$ cat src/rtl/ldpc_pkg.sv
// Shared definitions for the 6-bit LDPC bit-flipping decoder.
// Holds the controller state enum, the default parity-check rows and a
// syndrome helper used by both the decoder and the encoder check path.
package ldpc_pkg;

  typedef enum logic [2:0] {
    StIdle,
    StSynd,
    StCheck,
    StWait,
    StApply,
    StDone
  } state_e;

  // Default parity-check rows; row 1 drives syndrome bit 2, row 3 bit 0.
  localparam logic [5:0] H1_DEFAULT = 6'b110100;
  localparam logic [5:0] H2_DEFAULT = 6'b011010;
  localparam logic [5:0] H3_DEFAULT = 6'b101001;

  function automatic logic [2:0] ldpc_syndrome(input logic [5:0] cw, input logic [5:0] h1,
                                               input logic [5:0] h2, input logic [5:0] h3);
    logic [2:0] s;
    s[2] = ^(cw & h1);
    s[1] = ^(cw & h2);
    s[0] = ^(cw & h3);
    return s;
  endfunction

endpackage

$ cat src/rtl/ldpc_bf_ctrl_if.sv
// Bundle of the ldpc_bf_ctrl data-path signals.
//   in_valid/in_ready/in_cw      : codeword input handshake
//   sy/c1/c2/c3/v                : syndrome and check rows to flipc, flip vector back
//   out_valid/out_ready/out_cw/
//   out_err/out_iter             : decoded result handshake and status
// Modports: master = upstream/downstream/flipc side, slave = the controller.
interface ldpc_bf_ctrl_if #(
  parameter int unsigned ITER_W = 3
);

  logic              in_valid;
  logic              in_ready;
  logic [5:0]        in_cw;
  logic [2:0]        sy;
  logic [5:0]        c1;
  logic [5:0]        c2;
  logic [5:0]        c3;
  logic [5:0]        v;
  logic              out_valid;
  logic              out_ready;
  logic [5:0]        out_cw;
  logic              out_err;
  logic [ITER_W-1:0] out_iter;

  modport master (
    output in_valid, in_cw, v, out_ready,
    input  in_ready, sy, c1, c2, c3, out_valid, out_cw, out_err, out_iter
  );

  modport slave (
    input  in_valid, in_cw, v, out_ready,
    output in_ready, sy, c1, c2, c3, out_valid, out_cw, out_err, out_iter
  );

endinterface

$ cat src/rtl/ldpc_synd.sv
// Combinational syndrome and syndrome-weight calculator.
//   cw     : codeword under test
//   h1..h3 : parity-check rows (h1 -> s[2], h3 -> s[0])
//   s      : 3-bit syndrome
//   weight : number of set syndrome bits (0..3)
module ldpc_synd
  import ldpc_pkg::*;
(
  input  logic [5:0] cw,
  input  logic [5:0] h1,
  input  logic [5:0] h2,
  input  logic [5:0] h3,
  output logic [2:0] s,
  output logic [1:0] weight
);

  always_comb begin
    s      = ldpc_syndrome(cw, h1, h2, h3);
    weight = {1'b0, s[2]} + {1'b0, s[1]} + {1'b0, s[0]};
  end

endmodule

$ cat src/rtl/ldpc_bf_ctrl.sv
// Iteration controller for the 6-bit LDPC bit-flipping decoder.
// Accepts a codeword, computes its syndrome, hands syndrome and check rows to
// the external flipc stage, applies the returned flip vector and repeats until
// the syndrome clears, becomes uncorrectable or the iteration budget runs out.
// Ports:
//   clk  : rising-edge clock
//   rst  : synchronous active-high reset
//   bus  : ldpc_bf_ctrl_if.slave (input handshake, flipc link, result handshake)
// Build option:
//   LDPC_BF_FLIP_MASK_EN defined   -> flip mask = v & rows of both failing checks
//   LDPC_BF_FLIP_MASK_EN undefined -> flip mask = v
module ldpc_bf_ctrl
  import ldpc_pkg::*;
#(
  parameter logic [5:0]  H1       = H1_DEFAULT,
  parameter logic [5:0]  H2       = H2_DEFAULT,
  parameter logic [5:0]  H3       = H3_DEFAULT,
  parameter int unsigned MAX_ITER = 4,
  parameter int unsigned ITER_W   = 3
) (
  input logic            clk,
  input logic            rst,
  ldpc_bf_ctrl_if.slave  bus
);

  localparam logic [ITER_W-1:0] MaxIter = ITER_W'(MAX_ITER);

  state_e            state_q, state_d;
  logic [5:0]        cw_q;
  logic [ITER_W-1:0] iter_q;
  logic [2:0]        sy_q;
  logic [5:0]        out_cw_q;
  logic              out_err_q;
  logic [ITER_W-1:0] out_iter_q;

  logic [2:0] s;
  logic [1:0] weight;
  logic [5:0] mask;
  logic       load_cw;
  logic       load_sy;
  logic       apply;
  logic       finish;
  logic       err_d;

  ldpc_synd u_synd (
    .cw     (cw_q),
    .h1     (H1),
    .h2     (H2),
    .h3     (H3),
    .s      (s),
    .weight (weight)
  );

`ifdef LDPC_BF_FLIP_MASK_EN
  // Only reached with weight-2 syndromes, so exactly two rows are ANDed.
  logic [5:0] row_and;
  assign row_and = (sy_q[2] ? H1 : 6'h3f) & (sy_q[1] ? H2 : 6'h3f) & (sy_q[0] ? H3 : 6'h3f);
  assign mask    = bus.v & row_and;
`else
  assign mask = bus.v;
`endif

  always_comb begin
    state_d = state_q;
    load_cw = 1'b0;
    load_sy = 1'b0;
    apply   = 1'b0;
    finish  = 1'b0;
    err_d   = 1'b0;
    unique case (state_q)
      StIdle: begin
        if (bus.in_valid) begin
          load_cw = 1'b1;
          state_d = StSynd;
        end
      end
      StSynd: begin
        load_sy = 1'b1;
        state_d = StCheck;
      end
      StCheck: begin
        // cw_q is unchanged since SYND, so weight matches the registered sy.
        if (weight == 2'd0) begin
          finish  = 1'b1;
          state_d = StDone;
        end else if (weight != 2'd2 || iter_q == MaxIter) begin
          finish  = 1'b1;
          err_d   = 1'b1;
          state_d = StDone;
        end else begin
          state_d = StWait;
        end
      end
      StWait: begin
        state_d = StApply;
      end
      StApply: begin
        apply   = 1'b1;
        state_d = StSynd;
      end
      StDone: begin
        if (bus.out_ready) begin
          state_d = StIdle;
        end
      end
      default: begin
        state_d = StIdle;
      end
    endcase
  end

  always_ff @(posedge clk) begin
    if (rst) begin
      state_q    <= StIdle;
      cw_q       <= '0;
      iter_q     <= '0;
      sy_q       <= '0;
      out_cw_q   <= '0;
      out_err_q  <= 1'b0;
      out_iter_q <= '0;
    end else begin
      state_q <= state_d;
      if (load_cw) begin
        cw_q   <= bus.in_cw;
        iter_q <= '0;
      end
      if (load_sy) begin
        sy_q <= s;
      end
      if (apply) begin
        cw_q <= cw_q ^ mask;
        if (iter_q < MaxIter) begin
          iter_q <= iter_q + 1'b1;
        end
      end
      if (finish) begin
        out_cw_q   <= cw_q;
        out_err_q  <= err_d;
        out_iter_q <= iter_q;
      end
    end
  end

  assign bus.in_ready  = (state_q == StIdle);
  assign bus.out_valid = (state_q == StDone);
  assign bus.sy        = sy_q;
  assign bus.c1        = H1;
  assign bus.c2        = H2;
  assign bus.c3        = H3;
  assign bus.out_cw    = out_cw_q;
  assign bus.out_err   = out_err_q;
  assign bus.out_iter  = out_iter_q;

endmodule

$ cat src/flat_wrapper.sv
// flat-port wrapper written by rule: the top's interface ports become plain ports
module ldpc_bf_ctrl_flat import ldpc_pkg::*;
#(
  parameter logic [5:0]  H1       = H1_DEFAULT,
  parameter logic [5:0]  H2       = H2_DEFAULT,
  parameter logic [5:0]  H3       = H3_DEFAULT,
  parameter int unsigned MAX_ITER = 4,
  parameter int unsigned ITER_W   = 3
)
  (clk, rst, bus_in_valid, bus_in_cw, bus_v, bus_out_ready, bus_in_ready, bus_sy, bus_c1, bus_c2, bus_c3, bus_out_valid, bus_out_cw, bus_out_err, bus_out_iter);
  ldpc_bf_ctrl_if #(.ITER_W(ITER_W)) bus_i ();
  input logic clk;
  input logic rst;
  input wire logic [$bits(bus_i.in_valid)-1:0] bus_in_valid;
  input wire logic [$bits(bus_i.in_cw)-1:0] bus_in_cw;
  input wire logic [$bits(bus_i.v)-1:0] bus_v;
  input wire logic [$bits(bus_i.out_ready)-1:0] bus_out_ready;
  output wire logic [$bits(bus_i.in_ready)-1:0] bus_in_ready;
  output wire logic [$bits(bus_i.sy)-1:0] bus_sy;
  output wire logic [$bits(bus_i.c1)-1:0] bus_c1;
  output wire logic [$bits(bus_i.c2)-1:0] bus_c2;
  output wire logic [$bits(bus_i.c3)-1:0] bus_c3;
  output wire logic [$bits(bus_i.out_valid)-1:0] bus_out_valid;
  output wire logic [$bits(bus_i.out_cw)-1:0] bus_out_cw;
  output wire logic [$bits(bus_i.out_err)-1:0] bus_out_err;
  output wire logic [$bits(bus_i.out_iter)-1:0] bus_out_iter;
  assign bus_i.in_valid = bus_in_valid;
  assign bus_i.in_cw = bus_in_cw;
  assign bus_i.v = bus_v;
  assign bus_i.out_ready = bus_out_ready;
  assign bus_in_ready = bus_i.in_ready;
  assign bus_sy = bus_i.sy;
  assign bus_c1 = bus_i.c1;
  assign bus_c2 = bus_i.c2;
  assign bus_c3 = bus_i.c3;
  assign bus_out_valid = bus_i.out_valid;
  assign bus_out_cw = bus_i.out_cw;
  assign bus_out_err = bus_i.out_err;
  assign bus_out_iter = bus_i.out_iter;
  ldpc_bf_ctrl #(.H1(H1), .H2(H2), .H3(H3), .MAX_ITER(MAX_ITER), .ITER_W(ITER_W)) u_core (.clk(clk), .rst(rst), .bus(bus_i));
endmodule
$ cat config.mk
export PLATFORM = sky130hd
export DESIGN_NAME = ldpc_bf_ctrl_flat
export DESIGN_NICKNAME = d
export VERILOG_FILES = /design/src/rtl/ldpc_pkg.sv /design/src/rtl/ldpc_bf_ctrl_if.sv /design/src/rtl/ldpc_synd.sv /design/src/rtl/ldpc_bf_ctrl.sv /design/src/flat_wrapper.sv
export SDC_FILE = /design/constraint.sdc
export NUM_CORES = 1
export LEC_CHECK = 0
export ABC_AREA = 1
export CAP_MARGIN = 20
export CORE_ASPECT_RATIO = 1.5
export CORE_MARGIN = 3
export CORE_UTILIZATION = 42
export CTS_CLUSTER_DIAMETER = 60
export DETAILED_ROUTE_END_ITERATION = 10
export PLACE_DENSITY = 0.76
export SLEW_MARGIN = 20
export SYNTH_ARGS = -nofsm -noshare
export SYNTH_HDL_FRONTEND = slang
export SYNTH_SLANG_ARGS = --single-unit
$ cat constraint.sdc
create_clock -name clk -period 1.98 [get_ports clk]
set_clock_uncertainty 0.1 [all_clocks]
set_input_delay 0.297 -clock clk [delete_from_list [all_inputs] [get_ports clk]]
set_output_delay 0.297 -clock clk [all_outputs]
set_load 0.005 [all_outputs]
==> impl_results.md, run 1 <==
- Fraction of met3 tracks used by global routing: 0.01768
- Avg WL per Cell: 11.21 um
- Hold buffers post-CTS: 0
- Vias post-DR: 1605
- TNS Setup: -1.102 ns
- Met2 Track Usage GR: 0.3069
- Clk root buf: clkbuf_8
- Syn Inst Count: 243
- Die Area: between 4000 and 5000 um2
- Fin crit share: 1.071
- Worst r2r path cells: 14
- Vias in the first global route: approximately 1400
- Final hold violation count: 0
- Fin util: 0.6362
- Critical path fanouts, max: 5
- Unique masters post-synth: 20
- Vias per cell: 4.721
- CP endpoint kind: flop
- Final nets: 318
- First-pass GRT wire length: 5685 um
- Crit path from: u_core.cw_q[4]$_SDFFE_PP0P_
- Max_cap viols: 0
- CTS tree: done
- TritonCTS Buffers: 3
- # rows: 26
- P&R area growth vs syn: 42.17%
- Chip Height: 80.59 um
- Failing checks: negative setup slack
- Core ar.: 3481 um2
- Initial Utilization: 0.4475
- Outcome: finished with violations
- Clock sink count: 25
- Die W: 55.73 um
- Clock-pin transition on the worst setup and hold timing paths: about 0.09 ns
- PortBufs: 30
- P_leak: ~1.1 nW
- Final setup viols: 12
- Gr busiest metal: met2
- Mapped Area: 1558 um2
- Fraction of layout cells with a size suffix above 1: 0.2752
- RR Startpoint: u_core.cw_q[4]$_SDFFE_PP0P_
- Setup WS post-layout: -0.1411 ns
- Hold Path Class: reg -> reg
- Grt met1 use: 0.1659
- CP Class: reg -> reg
- YS warnings: 0
- Proportion of netlist area held by the largest area contributor: 0.3213
- R2R Setup Slk: -0.14 ns
- Peak VDD IR: 504.3 uV
- Detail Route Antenna Nets: 0
- FF+latch area: 511.7 um2
- Antenna Cells: 0
- CP Cell Sequence: inv_4, nand2_2, nand2_1, nand2_1, nand2_2, inv_2, fa_1, nand3b_1, buf_6, buf_6, nand2_2, nand3_2, nand2_1, inv_1
- Area of the multi-input gates: ~910 um2
- TritonRoute pass-1 iters: 4
- Cell taking the most area after synthesis: dfxtp_1
- Largest net degree at the start of global routing: 23
- Total GRT Usage: 0.1564
- Period minus WS final: 2.121 ns
- Worst-Skew Late Latency: 0.27 ns
- Critical Path RT: 2.06 ns
- H-tree levels: 1
- Seq/Total Area, Yosys: 0.3213
- # fillers: 310
- Routed Wire Length: 3810 um
- Syn_area_per_cell: between 6 and 7 um2
- Boundary pin count: slightly below 50
- Startpoint Class: flop
- Setup WS pre-CTS: -0.05112 ns
- Overflow after GRT: 0
- 1st-iter DRT viols: 33
- HPWL Detailed: between 2000 and 3000 um
- DR DRC count: 0
- RR Endpoint: u_core.state_q[2]$_SDFFE_PP0P_
- RD Place Congestion: around 0.88
- Fmax achieved: 471.4 MHz
- CTS Buffer Depth: 2
- PwrDens: 927.2 nW/um2
- Slowest-stage cell, CP: fa_1
- Initial antenna violation count: 0
- Setup crit end: u_core.state_q[2]$_SDFFE_PP0P_
- WP data arrival: 2.20 ns
- FF+latch count, synth: 25
- Final slew viol count: 0
- Synth top area cells: dfxtp_1 32%, nand2_1 19%, buf_4 8.7%
- RSZ-0062 raised after global routing: yes
- Crit path largest cell delay: between 0.4 and 0.5 ns
where the power goes:
part / internal, mW / switching, mW
registers: 0.579 / 0.0593
logic: 0.564 / 0.543
clock network: 0.141 / 0.166
total: 1.28 / 0.769
through the flow:
step / cell area (um2) / total power, mW / hold slack, ns / instances
after floorplan: 1618 / 1.097 / 0.3419 / 259
after global placement: 1908 / 1.351 / 0.3524 / 322
after detailed placement: 1908 / 1.365 / 0.3564 / 322
after CTS: 2063 / 1.803 / 0.3819 / 338
after global routing: 2215 / 2.193 / 0.4120 / 340
final: 2215 / 2.053 / 0.3758 / 340
flip-flops by register name, summed over array words and instances (netlist names):
name,cells
u_core.state_q,3
u_core.bus.out_err,1
u_core.cw_q,6
u_core.bus.sy,3
u_core.bus.out_cw,6
u_core.bus.out_iter,3
u_core.iter_q,3
cells in the mapped netlist, drive strengths merged:
master  count
nand2      79
inv        38
nand3      27
dfxtp      25
a21oi      23
buf        22
nor2       16
o21ai       3
clkbuf      2
conb        2
ha          2
nand3b      2
fa          1
nor3        1
cells in the final DEF (no fill, tap or decap), drive strengths merged:
| cell | n |
|---|---|
| nand2 | 79 |
| inv | 38 |
| clkdlybuf4s50 | 30 |
| buf | 29 |
| nand3 | 27 |
| dfxtp | 25 |
| a21oi | 23 |
| conb | 18 |
| nor2 | 16 |
| clkbuf | 3 |
| o21ai | 3 |
| nand3b | 2 |
| ha | 2 |
| nor3 | 1 |
| fa | 1 |
| clkinv | 1 |
layer usage:
layer / vias to the layer above / routed length, um
met5: - / 0
met4: 0 / 40
met3: 4 / 146
met2: 42 / 2082
met1: 733 / 1541
li1: 826 / -
kinds of logic (layout without fill, tap and decap cells):
logic type | count (synthesis) | after routing | synth area share
other | 2 | 18 | 0.004821
AOI/OAI and AO/OA | 26 | 26 | 0.08594
adders and majority gates | 3 | 3 | 0.02891
DFF | 25 | 25 | 0.3213
buffers and inverters | 62 | 101 | 0.2040
and+or+nand+nor | 125 | 125 | 0.3550
how the worst min path moves through the flow:
| stage | start | to | slack, ns | cells after the start |
|---|---|---|---|---|
| after detailed placement | u_core.bus.out_err$_SDFFE_PP0P_ | u_core.bus.out_err$_SDFFE_PP0P_ | 0.36 | 2 |
| final | u_core.bus.out_cw[4]$_SDFFE_PP0P_ | u_core.bus.out_cw[4]$_SDFFE_PP0P_ | 0.38 | 2 |
| after CTS | u_core.bus.out_err$_SDFFE_PP0P_ | u_core.bus.out_err$_SDFFE_PP0P_ | 0.38 | 2 |
| after global routing | u_core.bus.out_cw[3]$_SDFFE_PP0P_ | u_core.bus.out_cw[3]$_SDFFE_PP0P_ | 0.41 | 2 |
| after global placement | u_core.bus.out_err$_SDFFE_PP0P_ | u_core.bus.out_err$_SDFFE_PP0P_ | 0.35 | 2 |
| after floorplan | rst | u_core.cw_q[0]$_SDFFE_PP0P_ | 0.34 | 3 |
critical path, delay by kind of cell (launching register included):
| kind | cells | cell delay [ns] |
|---|---|---|
| adder cells (fa/ha/maj) | 1 | 0.47 |
| buffers and inverters | 5 | 0.42 |
| flip-flops | 1 | 0.37 |
| AND/OR/NAND/NOR | 8 | 0.66 |
cell type report:
type,count,share of cell area
timing repair buffer,59,0.2458
tap,42,0.02373
sequential,25,0.2311
clock inverter,1,0.002260
multi-input combinational,172,0.4119
inverter,38,0.06667
clock buffer,3,0.01864
what timing repair did:
item                       in CTS  in global routing
setup endpoints to repair      11                 13
resized for setup              13                 39
setup buffers                  11                  3
cloned                          1                  1
pin swaps                       2                 17
Note: power is estimated with default switching activity, not from simulation.
==> inputs of run 2 (changes only) <==
--- a/config.mk
+++ b/config.mk
@@ -9,10 +9,12 @@
 export CAP_MARGIN = 20
 export CORE_ASPECT_RATIO = 1.5
 export CORE_MARGIN = 3
-export CORE_UTILIZATION = 42
+export CORE_UTILIZATION = 50
 export CTS_CLUSTER_DIAMETER = 60
 export DETAILED_ROUTE_END_ITERATION = 10
-export PLACE_DENSITY = 0.76
+export DONT_BUFFER_PORTS = 1
+export PLACE_DENSITY = 0.68
+export REMOVE_ABC_BUFFERS = 1
 export SLEW_MARGIN = 20
 export SYNTH_ARGS = -nofsm -noshare
 export SYNTH_HDL_FRONTEND = slang
==> run 2 against run 1 <==
  * The run still ends with negative setup slack left
  * Utilization shrank 1.4 points
  * Largest cell class unchanged
  * Routed wire length shrank 13%
  * Maximum frequency grew 4.4%
  * Combinational power shrank 33%
  * Clock-buffer cell count is the same
  * Total power shrank 17%
==> impl_results.md, run 2 (synthesis gave the netlist of run 1 again) <==
- # rows: 24
- Combinational Power Share: 0.435
- Final slew viol count: 0
- Avg WL per Cell: around 11 um
- HPWL Detailed: between 2000 and 2500 um
- Net switching power figure: 0.6535 mW
- RSZ-0062 raised after global routing: yes
- Initial antenna violation count: 0
- Critical path fanouts, max: 6
- PortBufs: 0
- Peak VDD IR: 558.0 uV
- Largest net degree at the start of global routing: 23
- Period minus WS final: 2.032 ns
- Failing checks: negative setup slack
- WP data arrival: 2.10 ns
- Fin util: 0.6220
- Fraction of layout cells with a size suffix above 1: 0.2652
- Fmax achieved: just under 500 MHz
- Fin crit share: 1.026
- P&R area growth vs syn: 17.51%
- Routed Wire Length: between 3000 and 4000 um
- Antenna Cells: 0
- First-pass GRT wire length: 5188 um
- CTS tree: done
- Met2 Track Usage GR: 0.3555
- Detail Route Antenna Nets: 0
- Fraction of met3 tracks used by global routing: 0.01804
- Hold Path Class: in -> reg
- Die W: 51.58 um
- Boundary pin count: 49
- Core ar.: 2943 um2
- Overflow after GRT: 0
- # fillers: 292
- TritonCTS Buffers: 3
- Power Total: 1.697 mW
- Clock-pin transition on the worst setup and hold timing paths: 0.09 ns
- CTS Buffer Depth: 2
- Worst-Skew Late Latency: roughly 0.27 ns
- Chip Height: 74.36 um
- Critical Path RT: 2.05 ns
- Clk root buf: clkbuf_8
- Clock sink count: 25
- Most common cell after layout, fill and taps aside: nand2_1
- Final nets: 284
- Most frequent cells in the layout: 66 x nand2_1, 30 x inv_1, 21 x nand3_1, 21 x buf_4, 20 x dfxtp_1
- PwrDens: 927.3 nW/um2
- Vias post-DR: approximately 1400
- Grt met1 use: 0.1755
- Register share of total power: 0.386
- Setup WS post-layout: -0.05213 ns
- Final setup viols: 13
- Internal power: 1.044 mW
- RD Place Congestion: 0.8057
- H-tree levels: 1
- Vias in the first global route: 1291
- CP endpoint kind: flop
- Die Area: 3835 um2
- Max_cap viols: 0
- TritonRoute pass-1 iters: 4
- Outcome: finished with violations
- Startpoint Class: flop
- Gr busiest metal: met2
- P_leak: 0.9647 nW
- CP Class: reg -> reg
- Vias per cell: 4.743
- Final hold violation count: 0
- DR DRC count: 0
- Initial Utilization: 0.5293
- Total GRT Usage: 0.1766
- 1st-iter DRT viols: 26
- Clock power frac: 0.179
- Sw Ratio: 0.3850
## run 2: cell types whose count changed in the layout (fill, tap and decap cells not counted), moves of 4 or more
cell,previous run,this run
clkdlybuf4s50_1,30,0
a21oi_1,13,17
a21oi_2,10,6
buf_6,7,3
nand3_1,17,21
nand3_2,10,6
## run 2: cell type report
cell class | instances | area [um2] | area share
Timing Repair Buffer | 25 | 201.4 | 0.1100
Inverter | 38 | 145.1 | 0.07929
Clock buffer | 3 | 41.29 | 0.02256
Sequential cell | 25 | 509.2 | 0.2782
Clock inverter | 1 | 5.005 | 0.002734
Multi-Input combinational cell | 172 | 879.6 | 0.4805
Tap cell | 39 | 48.80 | 0.02666
## run 2: routing by layer
| layer | wire length, um | part of all wire | up-vias |
|---|---|---|---|
| met4 | 51 | 0.015 | 0 |
| met3 | 161 | 0.048 | 6 |
| li1 | - | - | 751 |
| met2 | 1781 | 0.54 | 40 |
| met5 | 0 | 0 | - |
| met1 | 1326 | 0.40 | 640 |
## run 2: power by group through the flow
stage,combinational [mW],sequential (mW),clock [mW]
after CTS,0.693,0.653,0.311
after global placement,0.578,0.656,0
after global routing,0.837,0.665,0.326
after floorplan,0.400,0.641,0
final,0.739,0.655,0.304
after detailed placement,0.584,0.656,0
## run 2: critical path, cell delays in order (launching register included)
cell and delay, ns:
dfxtp_2 0.37, inv_2 0.06, nand2_2 0.09, nand2_2 0.06
nand2_2 0.07, nand2_2 0.07, fa_1 0.48, nand3b_1 0.26
buf_6 0.19, nand2_2 0.07, nand3_2 0.05, nand2_1 0.05
inv_1 0.04
## run 2: timing repair
item	4_1_cts	5_1_grt
endpoints found under the setup margin	12	13
hold buffers	1	0
cloned	0	0
setup buffers	9	2
gates resized for setup	23	15
pin swaps	3	4
endpoints found under the hold margin	3	0
## run 2: metrics by stage
step	TNS [ns]	instances	hold WS (ns)	worst slack, ns	cell area [um2]
2_1_floorplan	-2.094	235	0.2661	-0.1920	1443
3_3_place_gp	-0.3454	287	0.2680	-0.03784	1589
3_5_place_dp	-0.5741	287	0.2700	-0.06126	1589
4_1_cts	-0.03951	301	0.05554	-0.01061	1770
5_1_grt	-1.862	303	0.06297	-0.1644	1831
6_report	-0.3438	303	0.05791	-0.05213	1831
## run 2: final timing paths
path	slack, ns	startpoint	depth (start not counted)	to
setup / recovery	-0.05	u_core.cw_q[3]$_SDFFE_PP0P_	12	u_core.state_q[2]$_SDFFE_PP0P_
hold / removal	0.06	rst	3	u_core.cw_q[1]$_SDFFE_PP0P_
setup reg to reg	-0.05	u_core.cw_q[3]$_SDFFE_PP0P_	12	u_core.state_q[2]$_SDFFE_PP0P_
hold reg to reg	0.40	u_core.iter_q[2]$_SDFF_PP0_	2	u_core.iter_q[2]$_SDFF_PP0_
